`config.mk`:
```
export PLATFORM = sky130hd
export DESIGN_NAME = apb_master_flat
export DESIGN_NICKNAME = d
export VERILOG_FILES = /design/src/rtl/apb_master_if.sv /design/src/rtl/apb_master.sv /design/src/flat_wrapper.sv
export SDC_FILE = /design/constraint.sdc
export NUM_CORES = 1
export LEC_CHECK = 0
export ABC_AREA = 1
export CAP_MARGIN = 20
export CORE_ASPECT_RATIO = 0.7
export CORE_MARGIN = 2
export CORE_UTILIZATION = 37
export DETAILED_ROUTE_END_ITERATION = 7
export MAX_ROUTING_LAYER = met4
export PLACE_DENSITY = 0.78
export SYNTH_ARGS = -nofsm -noshare
export SYNTH_HDL_FRONTEND = slang
export SYNTH_SLANG_ARGS = --single-unit
```
`constraint.sdc`:
```
create_clock -name clk -period 1.5 [get_ports clk]
set_clock_uncertainty 0.2 [all_clocks]
set_input_delay 0.45 -clock clk [delete_from_list [all_inputs] [get_ports clk]]
set_output_delay 0.45 -clock clk [all_outputs]
set_load 0.02 [all_outputs]
```
`src/rtl/apb_master_if.sv`:
```
// apb_master_if: command/response handshake plus APB bus signals for apb_master.
// The master modport is the apb_master view; the slave modport is the
// requester + APB slave side (driven by the surrounding system or a bench).
interface apb_master_if #(
   parameter int ADDR_WIDTH = 8,
   parameter int DATA_WIDTH = 32
);
   // command side
   logic                  req_valid;
   logic                  req_ready;
   logic                  req_write;
   logic [1:0]            req_id;
   logic [ADDR_WIDTH-1:0] req_addr;
   logic [DATA_WIDTH-1:0] req_wdata;
   // response side
   logic                  rsp_valid;
   logic [DATA_WIDTH-1:0] rsp_rdata;
   logic                  rsp_err;
   // APB side
   logic [3:0]            sel;
   logic                  enable;
   logic                  write;
   logic [ADDR_WIDTH-1:0] addr;
   logic [DATA_WIDTH-1:0] wdata;
   logic [DATA_WIDTH-1:0] rdata;
   logic                  ready;

   modport master (
      input  req_valid, req_write, req_id, req_addr, req_wdata, rdata, ready,
      output req_ready, rsp_valid, rsp_rdata, rsp_err,
             sel, enable, write, addr, wdata
   );

   modport slave (
      output req_valid, req_write, req_id, req_addr, req_wdata, rdata, ready,
      input  req_ready, rsp_valid, rsp_rdata, rsp_err,
             sel, enable, write, addr, wdata
   );
endinterface

```
`src/rtl/apb_master.sv`:
```
// apb_master: accepts one command at a time, runs it as an APB SETUP/ACCESS
// transfer to one of four slaves, and reports completion (or a wait-state
// timeout abort) with a single-cycle response pulse. All outputs are flops.
module apb_master #(
   parameter int ADDR_WIDTH = 8,
   parameter int DATA_WIDTH = 32,
   parameter int TIMEOUT    = 16   // legal range 1..255
) (
   input logic          clk,
   input logic          rst,
   apb_master_if.master bus
);

   localparam logic [1:0] ST_IDLE   = 2'd0;
   localparam logic [1:0] ST_SETUP  = 2'd1;
   localparam logic [1:0] ST_ACCESS = 2'd2;

   // Wait count at which one more not-ready cycle means abort.
   localparam logic [7:0] WAIT_LAST = 8'(TIMEOUT - 1);

   logic [1:0]            state_q,     state_d;
   logic                  req_ready_q, req_ready_d;
   logic [3:0]            sel_q,       sel_d;
   logic                  enable_q,    enable_d;
   logic                  write_q,     write_d;
   logic [ADDR_WIDTH-1:0] addr_q,      addr_d;
   logic [DATA_WIDTH-1:0] wdata_q,     wdata_d;
   logic                  rsp_valid_q, rsp_valid_d;
   logic                  rsp_err_q,   rsp_err_d;
   logic [DATA_WIDTH-1:0] rsp_rdata_q, rsp_rdata_d;
   logic [7:0]            wait_cnt_q,  wait_cnt_d;

   // Next-state and next-output logic for the IDLE/SETUP/ACCESS sequencer.
   always_comb begin
      // NOTE: every *_d gets a default first so no path leaves it unassigned (no latches).
      state_d     = state_q;
      req_ready_d = req_ready_q;
      sel_d       = sel_q;
      enable_d    = enable_q;
      write_d     = write_q;
      addr_d      = addr_q;
      wdata_d     = wdata_q;
      rsp_valid_d = 1'b0;          // response is a single-cycle pulse
      rsp_err_d   = rsp_err_q;
      rsp_rdata_d = rsp_rdata_q;
      wait_cnt_d  = wait_cnt_q;

      case (state_q)
         ST_IDLE: begin
            req_ready_d = 1'b1;
            if (bus.req_valid && req_ready_q) begin
               write_d     = bus.req_write;
               addr_d      = bus.req_addr;
               wdata_d     = bus.req_wdata;
               sel_d       = 4'b0001 << bus.req_id;
               req_ready_d = 1'b0;
               state_d     = ST_SETUP;
            end
         end

         ST_SETUP: begin
            enable_d   = 1'b1;
            wait_cnt_d = 8'd0;
            state_d    = ST_ACCESS;
         end

         ST_ACCESS: begin
            if (bus.ready) begin
               rsp_rdata_d = write_q ? '0 : bus.rdata;
               rsp_err_d   = 1'b0;
               rsp_valid_d = 1'b1;
               sel_d       = 4'b0000;
               enable_d    = 1'b0;
               req_ready_d = 1'b1;
               state_d     = ST_IDLE;
            end else if (wait_cnt_q == WAIT_LAST) begin
               // slave held off too long: abort with an error response
               rsp_rdata_d = '0;
               rsp_err_d   = 1'b1;
               rsp_valid_d = 1'b1;
               sel_d       = 4'b0000;
               enable_d    = 1'b0;
               req_ready_d = 1'b1;
               state_d     = ST_IDLE;
            end else begin
               wait_cnt_d = wait_cnt_q + 8'd1;
            end
         end

         default: begin
            sel_d       = 4'b0000;
            enable_d    = 1'b0;
            req_ready_d = 1'b1;
            state_d     = ST_IDLE;
         end
      endcase
   end

   // State registers; synchronous reset overrides any transfer activity.
   always_ff @(posedge clk) begin
      // NOTE: state uses non-blocking assignments so every flop samples pre-edge values.
      if (rst) begin
         state_q     <= ST_IDLE;
         req_ready_q <= 1'b0;
         sel_q       <= 4'b0000;
         enable_q    <= 1'b0;
         write_q     <= 1'b0;
         addr_q      <= '0;
         wdata_q     <= '0;
         rsp_valid_q <= 1'b0;
         rsp_err_q   <= 1'b0;
         rsp_rdata_q <= '0;
         wait_cnt_q  <= 8'd0;
      end else begin
         state_q     <= state_d;
         req_ready_q <= req_ready_d;
         sel_q       <= sel_d;
         enable_q    <= enable_d;
         write_q     <= write_d;
         addr_q      <= addr_d;
         wdata_q     <= wdata_d;
         rsp_valid_q <= rsp_valid_d;
         rsp_err_q   <= rsp_err_d;
         rsp_rdata_q <= rsp_rdata_d;
         wait_cnt_q  <= wait_cnt_d;
      end
   end

   assign bus.req_ready = req_ready_q;
   assign bus.sel       = sel_q;
   assign bus.enable    = enable_q;
   assign bus.write     = write_q;
   assign bus.addr      = addr_q;
   assign bus.wdata     = wdata_q;
   assign bus.rsp_valid = rsp_valid_q;
   assign bus.rsp_err   = rsp_err_q;
   assign bus.rsp_rdata = rsp_rdata_q;

endmodule

```
`src/flat_wrapper.sv`:
```
// flat-port wrapper written by rule: the top's interface ports become plain ports
module apb_master_flat 
#(
   parameter int ADDR_WIDTH = 8,
   parameter int DATA_WIDTH = 32,
   parameter int TIMEOUT    = 16                        
)
  (clk, rst, bus_req_valid, bus_req_write, bus_req_id, bus_req_addr, bus_req_wdata, bus_rdata, bus_ready, bus_req_ready, bus_rsp_valid, bus_rsp_rdata, bus_rsp_err, bus_sel, bus_enable, bus_write, bus_addr, bus_wdata);
  apb_master_if #(.ADDR_WIDTH(ADDR_WIDTH), .DATA_WIDTH(DATA_WIDTH)) bus_i ();
  input logic clk;
  input logic rst;
  input wire logic [$bits(bus_i.req_valid)-1:0] bus_req_valid;
  input wire logic [$bits(bus_i.req_write)-1:0] bus_req_write;
  input wire logic [$bits(bus_i.req_id)-1:0] bus_req_id;
  input wire logic [$bits(bus_i.req_addr)-1:0] bus_req_addr;
  input wire logic [$bits(bus_i.req_wdata)-1:0] bus_req_wdata;
  input wire logic [$bits(bus_i.rdata)-1:0] bus_rdata;
  input wire logic [$bits(bus_i.ready)-1:0] bus_ready;
  output wire logic [$bits(bus_i.req_ready)-1:0] bus_req_ready;
  output wire logic [$bits(bus_i.rsp_valid)-1:0] bus_rsp_valid;
  output wire logic [$bits(bus_i.rsp_rdata)-1:0] bus_rsp_rdata;
  output wire logic [$bits(bus_i.rsp_err)-1:0] bus_rsp_err;
  output wire logic [$bits(bus_i.sel)-1:0] bus_sel;
  output wire logic [$bits(bus_i.enable)-1:0] bus_enable;
  output wire logic [$bits(bus_i.write)-1:0] bus_write;
  output wire logic [$bits(bus_i.addr)-1:0] bus_addr;
  output wire logic [$bits(bus_i.wdata)-1:0] bus_wdata;
  assign bus_i.req_valid = bus_req_valid;
  assign bus_i.req_write = bus_req_write;
  assign bus_i.req_id = bus_req_id;
  assign bus_i.req_addr = bus_req_addr;
  assign bus_i.req_wdata = bus_req_wdata;
  assign bus_i.rdata = bus_rdata;
  assign bus_i.ready = bus_ready;
  assign bus_req_ready = bus_i.req_ready;
  assign bus_rsp_valid = bus_i.rsp_valid;
  assign bus_rsp_rdata = bus_i.rsp_rdata;
  assign bus_rsp_err = bus_i.rsp_err;
  assign bus_sel = bus_i.sel;
  assign bus_enable = bus_i.enable;
  assign bus_write = bus_i.write;
  assign bus_addr = bus_i.addr;
  assign bus_wdata = bus_i.wdata;
  apb_master #(.ADDR_WIDTH(ADDR_WIDTH), .DATA_WIDTH(DATA_WIDTH), .TIMEOUT(TIMEOUT)) u_core (.clk(clk), .rst(rst), .bus(bus_i));
endmodule
```
==> impl_results.md <==
* # setup viols final at 46
* Drt first pass iters at 4
* Top post-synthesis cells by area: dfxtp_1 52%, nor2_1 11%, nand2_1 7.6%
* CP Capture Type: flip-flop
* Worst Hold Class: reg -> reg
* Worst VDD drop at just under 0.9 mV
* ANT cells at 0
* Final hold vios at 0
* DIE HEIGHT at between 80 and 90 um
* Routed len/inst at 15.4 um
* Placed cells at 757
* CTS buffer count at 9
* Run status: finished with violations
* CP startpoint kind: flip-flop
* Largest net degree at the start of global routing at 34
* Max-Cap Viols at 0
* DR iter-0 viols at approximately 240
* Residual DRC at 0
* Core ar. at 9110 um2
* Busiest grt layer: met2
* Period utilization at 1.10
* Commonest cells after routing, fill and taps aside: 92 x nor2_1, 89 x buf_4, 76 x clkdlybuf4s50_1
* Vias at 3897
* Synth warnings at 0
* Placer's final routability congestion estimate at 0.824
* Clk sinks at 91
* Syn_nets at 542
* Critical Path AT at 1.66 ns
* Slew headroom at 0.736
* Most common cell after layout, fill and taps aside: nor2_1
* Seq/Total Area, Yosys at 0.524
* Clock Path Buffers at 2
* Area leader, netlist: dfxtp_1
* Static Leakage at 2.65 nW
* Final setup margin at -0.152 ns
* WS Path Type: reg -> reg
* Die ar. at 10200 um2
* CTS tree: done
* Fraction of layout cells with a size suffix above 1 at 0.420
* Top cell type's share of synthesized area at 0.524
* Die W at approximately 120 um
* Final Max Tran Viols at 0
* Total Routing Usage GR at 0.245
* Area growth from synthesis to layout at 82.5%
* Slew @ Worst Pin at 0.396 ns
* Cell Pwr Density at 974 nW/um2
* Fin cells at 789
* RSZ-0062 raised after global routing: yes
* Synth Register Bits at 91
* Fmax at 605 MHz
* Root Buffer: clkbuf_16
* Clk pin slew, worst setup/hold paths at 0.06 ns
* Fin nets at 740
* Clk_lat worst skew at about 0.34 ns
* CTS H-tree lvls at 3
* Worst hold margin at 0.268 ns
* Post-Syn Area per Cell at 7.53 um2
* Crit-path max FO at 4
* Met1 usage at 0.293
* First-pass GRT wire length at 19200 um
* Routing usage on met2 at 0.400
* # IOs at 160
* Global route overflow at 0
* Port Buffers at 159
* Failing checks: negative setup slack
* Synth unique cells at 22
* Routed wire length at 12200 um
* WP data required at 1.51 ns
* Util after Layout at 0.697
* Syn Std Cell Area at 3480 um2
* Initial Util at 0.382
* Vias per inst at 4.94
* DPL Wire Length at about 7400 um
* Antenna violations before repair at 0
* Routed Antenna Nets at 0
* Floorplan row count at 29
* Met3 global-route usage at 0.0625
* Mapped Cells at 462
* Final min period at 1.65 ns
* Number of global-route vias before repair at 3913
[critical path, stage by stage (launching register included)]
cell,delay [ns]
dfxtp_2,0.35
ha_4,0.16
nand3_4,0.08
buf_6,0.13
nor2_4,0.09
nand2_4,0.09
buf_6,0.15
buf_16,0.13
nand3_2,0.05
a21oi_1,0.07
[synth_stat cells]
library cell,instances
inv_1,18
a21boi_0,1
buf_4,1
nand3_1,50
buf_6,1
nor3b_1,1
nand3_2,2
inv_2,2
nor2_4,1
o21ai_1,1
nand3b_1,1
nand2_2,3
o21ai_0,43
o21ai_4,1
a21oi_1,45
nor3_1,2
nand2_1,70
clkbuf_1,15
ha_1,1
buf_2,12
nor2_1,100
dfxtp_1,91
[logic make-up (layout without fill, tap and decap cells)]
logic type,after synthesis,after routing,synth area share
adders and majority gates,1,1,0.00360
AOI/OAI and AO/OA,91,91,0.135
DFF,91,91,0.524
buffers and inverters,49,252,0.0605
and+or+nand+nor,230,230,0.277
[where the power goes]
group	leakage (nW)	internal, mW	switching [mW]	total (mW)
Clock	0.158	1.56	0.937	2.49
Combinational	1.73	0.542	0.524	1.07
Sequential	0.765	2.55	0.0738	2.62
[stage by stage]
step	power [mW]	TNS (ns)	setup slack, ns	cell area [um2]
global route	6.43	-6.15	-0.226	6340
CTS	6.11	-4.59	-0.127	5980
finish	6.18	-2.46	-0.152	6340
detailed placement	3.65	-38.66	-0.443	5480
global placement	3.63	-34.99	-0.376	5480
floorplan	3.08	0	0.000612	3480
[sequential cells by signal (all words and copies together) (netlist names)]
signal and count:
u_core.bus.addr 8, u_core.bus.wdata 32, u_core.bus.rsp_err 1, u_core.bus.rsp_rdata 32, u_core.bus.sel 4, u_core.bus.req_ready 1, u_core.bus.write 1, u_core.bus.rsp_valid 1
u_core.wait_cnt_q 8, u_core.state_q 2, u_core.bus.enable 1
[per-layer routing]
metal | wire [um] | share of wire | vias up
li1 | - | - | 1898
met1 | 4980 | 0.41 | 1844
met2 | 6130 | 0.50 | 130
met3 | 750 | 0.062 | 25
met4 | 325 | 0.027 | 0
met5 | 0 | 0 | -
[cell type report]
cell class,instances,area [um2]
Inverter,20,80.1
Tap cell,124,155
Sequential cell,91,1890
Fill cell,725,2760
Timing Repair Buffer,216,2110
Clock inverter,5,83.8
Clock buffer,11,253
Multi-Input combinational cell,322,1770
[what timing repair did]
item                       in CTS  in global routing
gates cloned                    8                  0
gates resized for setup       417                164
setup buffers                   9                  1
hold buffers                    0                  0
pin swaps                      14                 18
setup endpoints to repair     136                154
[path summary, 6_finish.rpt]
check                           slack (ns)                                   end  depth (start not counted)                               from
worst max register to register       -0.15  u_core.bus.rsp_rdata[1]$_SDFFE_PP0P_                          9  u_core.wait_cnt_q[1]$_SDFFE_PP0P_
worst min register to register        0.27        u_core.bus.sel[2]$_SDFFE_PP0P_                          2     u_core.bus.sel[2]$_SDFFE_PP0P_
worst max-delay path                 -0.15  u_core.bus.rsp_rdata[1]$_SDFFE_PP0P_                          9  u_core.wait_cnt_q[1]$_SDFFE_PP0P_
worst min-delay path                  0.27        u_core.bus.sel[2]$_SDFFE_PP0P_                          2     u_core.bus.sel[2]$_SDFFE_PP0P_
Note: power is estimated with default switching activity, not from simulation.
